**src/rtl/accum_feed_ctrl.sv**
```systemverilog
// rtl/accum_feed_ctrl.sv - job sequencer that feeds a product stream into an accumulator
// and returns the rounded result.
module accum_feed_ctrl #(
  parameter int DATA_IN   = 16,
  parameter int OUT_W     = 32,
  parameter int CNT_W     = 10,
  parameter int MAX_BEATS = 1023,
  parameter int TIMEOUT   = 15
) (
  input  logic               clk,
  input  logic               rst_n,
  input  logic [1:0]         cfg_rnd_mode,
  input  logic [5:0]         cfg_shift_amt,
  input  logic               s_valid,
  output logic               s_ready,
  input  logic               s_last,
  input  logic [DATA_IN-1:0] s_data,
  output logic               acc_clr,
  output logic               acc_in_valid,
  output logic [DATA_IN-1:0] acc_addend,
  output logic [1:0]         acc_rnd_mode,
  output logic [5:0]         acc_shift_amt,
  output logic               acc_commit,
  input  logic               acc_out_valid,
  input  logic [OUT_W-1:0]   acc_out_data,
  output logic               m_valid,
  input  logic               m_ready,
  output logic [OUT_W-1:0]   m_data,
  output logic [CNT_W-1:0]   m_count,
  output logic               m_trunc,
  output logic               m_err
);

  localparam logic [2:0] S_IDLE   = 3'd0;
  localparam logic [2:0] S_CLEAR  = 3'd1;
  localparam logic [2:0] S_FEED   = 3'd2;
  localparam logic [2:0] S_DRAIN  = 3'd3;
  localparam logic [2:0] S_COMMIT = 3'd4;
  localparam logic [2:0] S_WAIT   = 3'd5;
  localparam logic [2:0] S_HOLD   = 3'd6;

  localparam int              TW      = $clog2(TIMEOUT + 1);
  localparam logic [CNT_W-1:0] MAX_C  = CNT_W'(MAX_BEATS);
  localparam logic [TW-1:0]   TO_LAST = TW'(TIMEOUT - 1);

  logic [2:0]         state_q, state_d;
  logic [CNT_W-1:0]   cnt_q, cnt_d;
  logic [CNT_W-1:0]   cnt_inc;
  logic               trunc_q, trunc_d;
  logic [TW-1:0]      wait_q, wait_d;

  logic               s_ready_q, s_ready_d;
  logic               acc_clr_q, acc_clr_d;
  logic               acc_in_valid_q, acc_in_valid_d;
  logic [DATA_IN-1:0] acc_addend_q, acc_addend_d;
  logic [1:0]         acc_rnd_mode_q, acc_rnd_mode_d;
  logic [5:0]         acc_shift_amt_q, acc_shift_amt_d;
  logic               acc_commit_q, acc_commit_d;
  logic               m_valid_q, m_valid_d;
  logic [OUT_W-1:0]   m_data_q, m_data_d;
  logic [CNT_W-1:0]   m_count_q, m_count_d;
  logic               m_trunc_q, m_trunc_d;
  logic               m_err_q, m_err_d;

  assign cnt_inc = cnt_q + 1'b1;

  always_comb begin
    state_d         = state_q;
    cnt_d           = cnt_q;
    trunc_d         = trunc_q;
    wait_d          = wait_q;
    s_ready_d       = s_ready_q;
    acc_clr_d       = 1'b0;
    acc_in_valid_d  = 1'b0;
    acc_addend_d    = acc_addend_q;
    acc_rnd_mode_d  = acc_rnd_mode_q;
    acc_shift_amt_d = acc_shift_amt_q;
    acc_commit_d    = 1'b0;
    m_valid_d       = m_valid_q;
    m_data_d        = m_data_q;
    m_count_d       = m_count_q;
    m_trunc_d       = m_trunc_q;
    m_err_d         = m_err_q;

    case (state_q)
      S_IDLE: begin
        if (s_valid) begin
          acc_rnd_mode_d  = (cfg_rnd_mode == 2'b11) ? 2'b00 : cfg_rnd_mode;
          acc_shift_amt_d = cfg_shift_amt;
          acc_clr_d       = 1'b1;
          m_trunc_d       = 1'b0;
          m_err_d         = 1'b0;
          state_d         = S_CLEAR;
        end
      end
      S_CLEAR: begin
        cnt_d     = '0;
        trunc_d   = 1'b0;
        s_ready_d = 1'b1;
        state_d   = S_FEED;
      end
      S_FEED: begin
        if (s_valid && s_ready_q) begin
          acc_in_valid_d = 1'b1;
          acc_addend_d   = s_data;
          cnt_d          = cnt_inc;
          // A forced end leaves the rest of the packet stalled for the next job.
          if (s_last || (cnt_inc == MAX_C)) begin
            s_ready_d = 1'b0;
            trunc_d   = !s_last;
            state_d   = S_DRAIN;
          end
        end
      end
      S_DRAIN: begin
        acc_commit_d = 1'b1;
        state_d      = S_COMMIT;
      end
      S_COMMIT: begin
        wait_d  = TW'(1);
        state_d = S_WAIT;
      end
      S_WAIT: begin
        if (acc_out_valid) begin
          m_data_d  = acc_out_data;
          m_count_d = cnt_q;
          m_trunc_d = trunc_q;
          m_err_d   = 1'b0;
          m_valid_d = 1'b1;
          state_d   = S_HOLD;
        end else if (wait_q == TO_LAST) begin
          m_data_d  = '0;
          m_count_d = cnt_q;
          m_trunc_d = trunc_q;
          m_err_d   = 1'b1;
          m_valid_d = 1'b1;
          state_d   = S_HOLD;
        end else begin
          wait_d = wait_q + 1'b1;
        end
      end
      S_HOLD: begin
        if (m_ready) begin
          m_valid_d = 1'b0;
          state_d   = S_IDLE;
        end
      end
      default: state_d = S_IDLE;
    endcase
  end

  always_ff @(posedge clk or negedge rst_n) begin
    if (!rst_n) begin
      state_q         <= S_IDLE;
      cnt_q           <= '0;
      trunc_q         <= 1'b0;
      wait_q          <= '0;
      s_ready_q       <= 1'b0;
      acc_clr_q       <= 1'b0;
      acc_in_valid_q  <= 1'b0;
      acc_addend_q    <= '0;
      acc_rnd_mode_q  <= 2'b00;
      acc_shift_amt_q <= '0;
      acc_commit_q    <= 1'b0;
      m_valid_q       <= 1'b0;
      m_data_q        <= '0;
      m_count_q       <= '0;
      m_trunc_q       <= 1'b0;
      m_err_q         <= 1'b0;
    end else begin
      state_q         <= state_d;
      cnt_q           <= cnt_d;
      trunc_q         <= trunc_d;
      wait_q          <= wait_d;
      s_ready_q       <= s_ready_d;
      acc_clr_q       <= acc_clr_d;
      acc_in_valid_q  <= acc_in_valid_d;
      acc_addend_q    <= acc_addend_d;
      acc_rnd_mode_q  <= acc_rnd_mode_d;
      acc_shift_amt_q <= acc_shift_amt_d;
      acc_commit_q    <= acc_commit_d;
      m_valid_q       <= m_valid_d;
      m_data_q        <= m_data_d;
      m_count_q       <= m_count_d;
      m_trunc_q       <= m_trunc_d;
      m_err_q         <= m_err_d;
    end
  end

  assign s_ready       = s_ready_q;
  assign acc_clr       = acc_clr_q;
  assign acc_in_valid  = acc_in_valid_q;
  assign acc_addend    = acc_addend_q;
  assign acc_rnd_mode  = acc_rnd_mode_q;
  assign acc_shift_amt = acc_shift_amt_q;
  assign acc_commit    = acc_commit_q;
  assign m_valid       = m_valid_q;
  assign m_data        = m_data_q;
  assign m_count       = m_count_q;
  assign m_trunc       = m_trunc_q;
  assign m_err         = m_err_q;

endmodule
```
**config.mk**
```make
export PLATFORM = sky130hd
export DESIGN_NAME = accum_feed_ctrl
export DESIGN_NICKNAME = d
export VERILOG_FILES = /design/src/rtl/accum_feed_ctrl.sv
export SDC_FILE = /design/constraint.sdc
export NUM_CORES = 1
export LEC_CHECK = 0
export ABC_AREA = 1
export ABC_CLOCK_PERIOD_IN_PS = 2800
export BUFFER_PORTS_ARGS = -buffer_cell sky130_fd_sc_hd__buf_4
export CORE_MARGIN = 1.5
export CORE_UTILIZATION = 54
export CTS_BUF_LIST = sky130_fd_sc_hd__clkbuf_2
export CTS_CLUSTER_DIAMETER = 120
export DETAILED_ROUTE_END_ITERATION = 7
export GPL_TIMING_DRIVEN = 1
export PLACE_DENSITY = 0.86
export SLEW_MARGIN = 20
export SYNTH_ARGS = -nofsm -noshare
export SYNTH_HDL_FRONTEND = slang
export SYNTH_SLANG_ARGS = --single-unit
```
**constraint.sdc**
```tcl
create_clock -name clk -period 2.8 [get_ports clk]
set_input_delay 0.14 -clock clk [delete_from_list [all_inputs] [get_ports clk]]
set_output_delay 0.14 -clock clk [all_outputs]
set_load 0.05 [all_outputs]
```
==> flow_metrics.env <==
export IMPL_ir_worst_vdd_uv=581
export IMPL_diodes=0
export IMPL_cpMostUsedCell="nor2_1"
export IMPL_ys_warnings_count=0
export IMPL_ioPinCount=135
export IMPL_clkTransAtPathRegs_ns=0.25
export IMPL_leakagePower_uw=0.00290
export IMPL_cts_setup_buffers=0
export IMPL_grt_max_degree=92
export IMPL_syn_nets=451
export IMPL_maxCapViolations=0
export IMPL_gp_congestion=0.871
export IMPL_numCtsBuffers=9
export IMPL_htreeDepth=3
export IMPL_drt_vias_per_instance=5.16
export IMPL_period_minus_slack_ns=2.15
export IMPL_ant_nets=0
export IMPL_finClkSkew_ns=0.0294
export IMPL_yosysTopAreaCellShare=0.593
export IMPL_ys_seq_area_frac=0.593
export IMPL_yosysTopAreaCell="dfrtp_1"
export IMPL_cp_start_kind="flop"
export IMPL_syn_avg_cell_area_um2=9.98
export IMPL_cp_arrival_ns=2.64
export IMPL_routed_wirelength_um=10400
export IMPL_finalPower_uw=6180
export IMPL_worstSetupPathType="reg -> reg"
export IMPL_track_usage=0.280
export IMPL_status="finished clean"
export IMPL_critPathMaxFanout=13
export IMPL_final_net_count=645
export IMPL_ys_ff_latch=91
export IMPL_grt_pass1_vias=3326
export IMPL_antenna_found_initial=0
export IMPL_die_y_um=87.3
export IMPL_drt_iter0_markers=203
export IMPL_slew_headroom=0.458
export IMPL_drc=0
export IMPL_die_x_um=87.3
export IMPL_grt_first_pass_wirelength_um=16300
export IMPL_synthCells=385
export IMPL_cp_top_family="buffers and inverters"
export IMPL_min_path_type="in -> reg"
export IMPL_synth_common_cells="nand2_1 (126), dfrtp_1 (91), a22o_1 (32)"
export IMPL_grt_overflow=0
export IMPL_cts_sinks=91
export IMPL_core_area_um2=6830
export IMPL_post_route_period_util=0.766
export IMPL_cp_cell_sequence="nor2_1, inv_1, nor2_1, nand2_1, o31ai_1, dlygate4sd3_1"
export IMPL_worstMarginPinSlew_ns=0.813
export IMPL_max_freq_mhz=466
export IMPL_synth_area_um2=3840
export IMPL_worstPathRequired_ns=3.30
export IMPL_fp_dieArea_um2=7630
export IMPL_root_buffer="clkbuf_2"
export IMPL_start_util=0.562
export IMPL_numPortBuffers=134
export IMPL_rows=30
export IMPL_drive_gt1_frac=0.303
export IMPL_vias=3510
export IMPL_powerDensity_nw_per_um2=1110
export IMPL_wl_per_cell_um=15.3
export IMPL_synth_ff_type="dfrtp_1"
export IMPL_cts_resized=0
export IMPL_path_buf_inv=2
export IMPL_synth_async_sr_flop_share=1.00
export IMPL_synth_edf_count=0
export IMPL_tns_ns=0
export IMPL_cts_buffer_depth=2
export IMPL_finalHoldViolCount=0
export IMPL_yosysMostFrequentCell="nand2_1"
export IMPL_cp_end_kind="flop"
export IMPL_setup_viol=0
export IMPL_clkLatencyLatePin_ns=0.54
export IMPL_cts_tree="built"
export IMPL_drv_slew=0
export IMPL_critical_path_slowest_cell="dlygate4sd3_1"
export IMPL_crit_path_max_incr_delay_ns=0.58
export IMPL_area_growth_pct=45.2
export IMPL_synth_area_top_cells="dfrtp_1 (59%), nand2_1 (12%), a22o_1 (7.3%), inv_1 (2.2%), buf_6 (2.1%)"
export IMPL_rsz0062_at_grt="no"
export IMPL_dp_final_hpwl_um=6320
export IMPL_dr_pass1_iters=5
export IMPL_holdBufCountCts=61
export IMPL_ys_types=31
where the power goes:
group / internal, uW / leakage [uW] / switching (uW)
Combinational: 1050 / 0.00166 / 2390
Clock: 119 / 0.0000486 / 460
Sequential: 1800 / 0.00119 / 358
Total: 2970 / 0.00290 / 3210
layer usage:
metal,share of wire,global-route usage,up-vias
li1,-,-,1665
met1,0.41,0.369,1694
met2,0.50,0.465,137
met3,0.067,0.0664,14
met4,0.014,0.0750,0
met5,0,0,-
cell usage in the layout (no fill, tap or decap):
cell type,synthesis,routed
o21ai_1,13,13
clkinvlp_4,0,4
clkinv_1,1,2
nor2_2,4,4
dfrtp_1,91,91
nand2_1,126,126
nor2_4,7,7
a21oi_1,3,3
clkbuf_2,0,9
o211ai_1,1,1
nor3_4,1,1
buf_6,7,1
dlygate4sd3_1,0,61
xnor2_1,1,1
nor3_1,2,2
o21bai_1,1,1
inv_4,1,1
inv_2,6,6
ha_1,4,4
inv_6,1,3
nand4_1,1,1
o21ai_0,12,12
nand3_1,14,14
xor2_1,1,1
nand3_2,3,3
nor2_1,13,13
o22ai_1,3,3
nand2_2,3,3
buf_4,1,135
a22o_1,32,32
inv_1,23,23
o31ai_1,3,3
flip-flops by register name, summed over array words and instances, names as in the netlist:
name and flops:
trunc_q 1, acc_addend 16, acc_shift_amt 6, acc_commit 1, acc_in_valid 1, acc_clr 1
acc_rnd_mode 2, m_data 32, cnt_q 10, m_err 1, m_valid 1, m_trunc 1
s_ready 1, wait_q 4, m_count 10, state_q 3
final cells by class:
| cell class | count | area [um^2] |
|---|---|---|
| tap | 96 | 120 |
| clock buffer | 9 | 45.0 |
| sequential | 91 | 2280 |
| multi-input combinational | 248 | 1320 |
| clock inverter | 7 | 51.3 |
| fill | 409 | 1250 |
| inverter | 32 | 128 |
| timing repair buffer | 197 | 1640 |
final timing paths:
kind / slack (ns) / endpoint / cells past startpoint / from
worst max-delay path: 0.65 / acc_rnd_mode[0]$_DFFE_PN0P_ / 6 / state_q[1]$_DFFE_PN0P_
worst min-delay path: 0.09 / trunc_q$_DFFE_PN0P_ / 5 / s_valid
worst max register to register: 0.65 / acc_rnd_mode[0]$_DFFE_PN0P_ / 6 / state_q[1]$_DFFE_PN0P_
worst min register to register: 0.51 / acc_addend[9]$_DFFE_PN0P_ / 2 / acc_addend[9]$_DFFE_PN0P_
max in group asynchronous: 2.03 / acc_shift_amt[1]$_DFFE_PN0P_ / 2 / rst_n
min in group asynchronous: 0.19 / m_data[4]$_DFFE_PN0P_ / 2 / rst_n
worst register-to-register path, cell delays in order (launching register included):
cell and delay, ns:
dfrtp_1 0.50, nor2_1 0.26, inv_1 0.11, nor2_1 0.09, nand2_1 0.27, o31ai_1 0.30, dlygate4sd3_1 0.58
cells by family after synthesis:
| kind of cell | after synthesis | synth area share |
|---|---|---|
| and+or+nand+nor | 174 | 0.202 |
| AOI/OAI and AO/OA | 68 | 0.124 |
| buffers and inverters | 46 | 0.0632 |
| xor gates and xnor gates | 2 | 0.00456 |
| DFF | 91 | 0.593 |
| adders and majority gates | 4 | 0.0130 |
per-stage QoR:
stage          instances  hold slack, ns  setup WS, ns   util  instance area [um^2]
2_1_floorplan        385          -0.156          1.16      -                  3840
5_1_grt              680           0.110         0.493  0.816                  5580
3_5_place_dp         603           0.336         0.907  0.712                  4870
3_3_place_gp         603           0.336          1.00  0.712                  4870
4_1_cts              680          0.0851         0.732  0.816                  5570
6_report             680          0.0886         0.655  0.816                  5580
No activity file was read; power rests on OpenSTA's default activity.
